==> config.mk <==
export PLATFORM = sky130hd
export DESIGN_NAME = bounce_sprites
export DESIGN_NICKNAME = d
export VERILOG_FILES = /design/src/rtl/bounce_sprites.sv
export SDC_FILE = /design/constraint.sdc
export NUM_CORES = 1
export LEC_CHECK = 0
export ABC_AREA = 1
export CORE_MARGIN = 2
export CORE_UTILIZATION = 32
export DETAILED_ROUTE_END_ITERATION = 8
export PLACE_DENSITY_LB_ADDON = 0.1
export SLEW_MARGIN = 10
export SYNTH_ARGS = -nofsm -noshare
export SYNTH_HDL_FRONTEND = slang
export SYNTH_SLANG_ARGS = --single-unit
==> constraint.sdc <==
create_clock -name clk -period 3.8 [get_ports clk]
set_input_delay 0.76 -clock clk [delete_from_list [all_inputs] [get_ports clk]]
set_output_delay 0.76 -clock clk [all_outputs]
set_load 0.1 [all_outputs]
==> src/rtl/bounce_sprites.sv <==
// bounce_sprites: boxes bounce off the screen edges and step colour on each hit; a per-frame FSM updates them and a renderer draws the committed copy
module bounce_sprites #(
  parameter int SCREEN_WIDTH  = 640,
  parameter int SCREEN_HEIGHT = 480,
  parameter int NUM_BOXES     = 4,
  parameter int BOX_W         = 100,
  parameter int BOX_H         = 100,
  parameter int SPEED         = 2
) (
  input  logic                              clk,
  input  logic                              rst,
  input  logic [31:0]                       frame,
  input  logic                              visible,
  input  logic [$clog2(SCREEN_WIDTH)-1:0]   position_x,
  input  logic [$clog2(SCREEN_HEIGHT)-1:0]  position_y,
  output logic [3:0]                        r,
  output logic [3:0]                        g,
  output logic [3:0]                        b,
  output logic                              busy,
  output logic                              corner_hit
);
  localparam int XW = $clog2(SCREEN_WIDTH) + 1;
  localparam int YW = $clog2(SCREEN_HEIGHT) + 1;
  localparam int IW = NUM_BOXES > 1 ? $clog2(NUM_BOXES) : 1;
  localparam int VY = SPEED / 2 < 1 ? 1 : SPEED / 2;
  localparam logic signed [XW-1:0] XMAX = XW'(SCREEN_WIDTH - BOX_W);
  localparam logic signed [YW-1:0] YMAX = YW'(SCREEN_HEIGHT - BOX_H);
  localparam logic signed [XW-1:0] BW = XW'(BOX_W);
  localparam logic signed [YW-1:0] BH = YW'(BOX_H);
  typedef enum logic [1:0] {IDLE, UPDATE, COMMIT} state_t;
  state_t state;
  logic signed [XW-1:0] x [NUM_BOXES];
  logic signed [XW-1:0] vx [NUM_BOXES];
  logic signed [XW-1:0] dx [NUM_BOXES];
  logic signed [YW-1:0] y [NUM_BOXES];
  logic signed [YW-1:0] vy [NUM_BOXES];
  logic signed [YW-1:0] dy [NUM_BOXES];
  logic [2:0] col [NUM_BOXES];
  logic [2:0] dcol [NUM_BOXES];
  logic [31:0] frame_prev;
  logic pending;
  logic [IW-1:0] idx;
  logic signed [XW-1:0] tx;
  logic signed [YW-1:0] ty;
  logic hx, hy;
  logic [2:0] next_col;
  logic signed [XW-1:0] px;
  logic signed [YW-1:0] py;
  logic hit;
  logic [2:0] c;
  always_comb begin
    tx = x[idx] + vx[idx];
    ty = y[idx] + vy[idx];
    hx = tx[XW-1] || tx > XMAX;
    hy = ty[YW-1] || ty > YMAX;
    next_col = col[idx] == 3'd7 ? 3'd1 : col[idx] + 3'd1;
  end
  always_ff @(posedge clk) begin
    if (rst) begin
      state <= IDLE;
      busy <= 1'b0;
      corner_hit <= 1'b0;
      frame_prev <= '0;
      pending <= 1'b0;
      idx <= '0;
      for (int i = 0; i < NUM_BOXES; i++) begin
        x[i] <= XW'(50 + 32 * i);
        y[i] <= YW'(50 + 24 * i);
        dx[i] <= XW'(50 + 32 * i);
        dy[i] <= YW'(50 + 24 * i);
        vx[i] <= i % 2 == 1 ? -XW'(SPEED) : XW'(SPEED);
        vy[i] <= i % 2 == 1 ? -YW'(VY) : YW'(VY);
        col[i] <= 3'(i % 7 + 1);
        dcol[i] <= 3'(i % 7 + 1);
      end
    end else begin
      corner_hit <= 1'b0;
      case (state)
        IDLE: if (frame != frame_prev || pending) begin
          frame_prev <= frame;
          pending <= 1'b0;
          idx <= '0;
          busy <= 1'b1;
          state <= UPDATE;
        end
        UPDATE: begin
          x[idx] <= hx ? (tx[XW-1] ? '0 : XMAX) : tx;
          y[idx] <= hy ? (ty[YW-1] ? '0 : YMAX) : ty;
          vx[idx] <= hx ? -vx[idx] : vx[idx];
          vy[idx] <= hy ? -vy[idx] : vy[idx];
          col[idx] <= hx || hy ? next_col : col[idx];
          corner_hit <= hx && hy;
          if (idx == IW'(NUM_BOXES - 1)) state <= COMMIT;
          else idx <= idx + 1'b1;
        end
        COMMIT: begin
          dx <= x;
          dy <= y;
          dcol <= col;
          busy <= 1'b0;
          state <= IDLE;
        end
        default: state <= IDLE;
      endcase
      // frame changes seen mid-update collapse into a single follow-up update
      if (state != IDLE && frame != frame_prev) begin
        pending <= 1'b1;
        frame_prev <= frame;
      end
    end
  end
  always_comb begin
    px = $signed({1'b0, position_x});
    py = $signed({1'b0, position_y});
    hit = 1'b0;
    c = 3'd0;
    for (int j = NUM_BOXES - 1; j >= 0; j--)
      if (dx[j] <= px && px < dx[j] + BW && dy[j] <= py && py < dy[j] + BH) begin
        hit = 1'b1;
        c = dcol[j];
      end
  end
  always_ff @(posedge clk) begin
    if (rst) {r, g, b} <= '0;
    else {r, g, b} <= visible && hit ? {{4{c[2]}}, {4{c[1]}}, {4{c[0]}}} : 12'h000;
  end
endmodule

==> impl_metrics.ini <==
[synthesis]
synth_area_leaders = dfxtp_1 (25%), edfxtp_1 (13%), ha_1 (12%)
synth_top_family_by_area = simple AND/OR/NAND/NOR gates
syn_nets = 2755
ys_types = 50
synthSimpleGateAreaFrac_pct = 22.5
synth-edff-count = 84
seq_area_frac_synth_pct = 37.9
syn_inst = 2512
synth_area_um2 = 19100
yosys.area_share.xor_xnor_pct = 4.55
synth.top_cell.area_share_pct = 24.7
synthMuxAreaShare_pct = 0
synth_compound_area_share_pct = 14.4
synth_fa_ha_area_share_pct = 12.5
synth_top_cell_by_area = dfxtp_1
yosys_warnings = 0
synth.avg_cell_area_um2 = 7.61
async_reset_ff_share_pct = 0
synth_seq_cells = 320
synth_flop_cell = dfxtp_1

[place]
place_congestion = 0.836
dp_hpwl_um = 42700
placed_cell_area_um2 = 20700
port-buffer-count = 67

[clocking]
cts_tree = done
clk_latency_ns = 0.55
clockRootBuffer = clkbuf_16
clk_pin_slew_ns = 0.06
cts.sink_count = 320
cts.path.max_buffers = 3
cts-buffers-inserted = 39
cts_htree_levels = 2
hold_buffers = 0

[worst_setup_path]
cp_cell_sequence = inv_2 > o21ai_0 > o22ai_1 > ha_1 > a21oi_1 > nand2_1 > nand2_1 > nand2_1 > nor3_1 > nand3_1 > nand2_1 > nand2_1 > nand2_4 > inv_2 > nand2_1 > nand3_2 > inv_2 > nand2_1
start_kind = flip-flop
cpPeakStageDelay_ns = 0.36
rr_worst_depth = 18
cp_num_cells = 18
crit_type = flip-flop to flip-flop
slowest_stage = ha_1
critPathBufInv = 3
cp_data_arrival_time_ns = 3.75
cp_common_cell = nand2_1
end_kind = flip-flop
path_max_fanout = 18
cp.required_ns = 4.09
cp_top_family = simple AND/OR/NAND/NOR gates

[timing]
max_slew.worst_pin.slew_ns = 1.22
timing.fmax_mhz = 289
setup_tns_ns = 0
rsz0062_at_grt = no
finalCriticalPeriod_ns = 3.46
skew_ns = 0.00946
setup_viol = 0
fin_crit_sh_pct = 91.0
hold_violations = 0
maxSlewViolCount = 0
hold_ws_ns = 0.465
max_slew_margin_pct = 18.4

[floorplanning]
io_pins = 68
die_h_um = 248
rows = 89
core-area_um2 = 59000
start_util_pct = 32.4
die_x_um = 248
die_area_um2 = 61700

[drt]
drt_first_pass_iters = 5
totalWireLength_um = 58400
drc = 0
viasPerCell = 4.91
vias = 16600
ant_nets = 0
drt_iter0_drc = 871
routedWlPerCell_um = 17.3

[power]
static-leakage-power_nw = 9.67
internal-power_mw = 6.87
power_mw = 10.5
p_sw_share_pct = 34.3
p_comb_share_pct = 27.9
powerDensity_nw_per_um2 = 474
p_clk_share_pct = 36.2
pwr-share-seq_pct = 36.0
vdd_drop_max_uv = 277
switchingPower_mw = 3.59

[global_routing]
antenna_found_initial = 0
grt.overflow.total = 0
grt_start_max_net_pins = 91
grt_first_pass_wirelength_um = 91600
grt_pass1_vias = 16000
gr-usage-all-layers_pct = 19.1

[run_status]
status = complete, no violations

[layout]
fillerInstances = 6220
diodes = 0
final_nets = 2814
layout_common_cells = nand2_1 (498), inv_1 (265), nor2_1 (250)
synthToLayoutAreaGrowth_pct = 15.4
finalInstanceArea_um2 = 22100
final_common_cell = nand2_1
drive_gt1_share_pct = 6.85

[flow_run]
maxCapViolations = 0

[hold_path]
hold_class = flip-flop to flip-flop
holdPathStages = 2
[cell usage after synthesis, types with 7 or more instances]
library cell,number
nor2_1,252
a21oi_1,215
inv_1,266
nand2_2,9
o22ai_1,21
buf_4,15
nor3_1,23
inv_2,13
o21bai_1,10
nand3_2,7
dfxtp_1,236
nand2_1,499
edfxtp_1,84
xnor2_1,45
o211ai_1,22
clkbuf_1,74
nand4_1,37
o21ai_0,206
xor2_1,48
nand3_1,157
buf_2,8
o21a_1,8
ha_1,187
[timing repair]
action,CTS,global route
endpoints found under the setup margin,0,22
buffers inserted,0,0
endpoints found under the hold margin,0,0
gates resized for setup,0,4
[flip-flops by register name, indices dropped and copies added, names as in the netlist, named ones only]
| register | count |
|---|---|
| dcol | 12 |
| b | 1 |
| dy | 40 |
| pending | 1 |
| frame_prev | 32 |
| x | 44 |
| vx | 44 |
| y | 40 |
| corner_hit | 1 |
| r | 1 |
| state | 2 |
| busy | 1 |
| idx | 2 |
| vy | 40 |
| dx | 44 |
| g | 1 |
| col | 12 |
[through the flow]
stage / util (%) / setup slack [ns] / instances
final: 37.4 / 0.343 / 3373
after detailed placement: 35.1 / 0.218 / 3302
after CTS: 37.3 / 0.249 / 3372
after global placement: 35.1 / 0.250 / 3302
after global routing: 37.4 / 0.00755 / 3373
after floorplan: - / 0.240 / 2512
[cell type report]
cell class	count	area (um^2)	area share, %
clock inverter	15	170	0.771
inverter	281	1060	4.80
timing repair buffer	126	1170	5.29
sequential	320	7250	32.9
tap	773	967	4.38
multi-input combinational	1803	10300	46.8
clock buffer	55	1120	5.09
[worst register-to-register path: stages, from the launching register on]
cell	delay (ns)
dfxtp_1	0.35
inv_2	0.30
o21ai_0	0.16
o22ai_1	0.26
ha_1	0.36
a21oi_1	0.25
nand2_1	0.12
nand2_1	0.08
nand2_1	0.08
nor3_1	0.22
nand3_1	0.10
nand2_1	0.07
nand2_1	0.09
nand2_4	0.20
inv_2	0.19
nand2_1	0.12
nand3_2	0.14
inv_2	0.09
nand2_1	0.04
[power groups by stage]
stage	sequential (mW)	clock, mW	combinational, mW
2_1_floorplan	3.84	0	2.03
3_3_place_gp	3.83	0	2.92
6_report	3.76	3.79	2.92
5_1_grt	3.78	4.04	3.29
4_1_cts	3.76	3.90	2.94
3_5_place_dp	3.83	0	2.92
[cell families after synthesis]
group,Yosys count
AND/OR/NAND/NOR,1013
adder cells (fa/ha/maj),189
buffers and inverters,389
AO/OA/AOI/OAI,506
flip-flops,320
XOR/XNOR,95
[path summary, 6_finish.rpt]
| path | startpoint | slack, ns | to |
|---|---|---|---|
| max | idx[1] | 0.34 | vy[1][9] |
| min | dcol[8] | 0.46 | dcol[8] |
| max reg2reg | idx[1] | 0.34 | vy[1][9] |
| min reg2reg | dcol[8] | 0.46 | dcol[8] |
[layer usage]
| layer | vias up | track usage [%] | routed length [um] |
|---|---|---|---|
| met1 | 7766 | 26.8 | 29000 |
| met4 | 0 | 5.27 | 1230 |
| met3 | 75 | 1.97 | 1620 |
| met2 | 256 | 31.2 | 26600 |
| met5 | - | 0 | 0 |
| li1 | 8478 | - | - |
(Power assumes the default switching activity.)
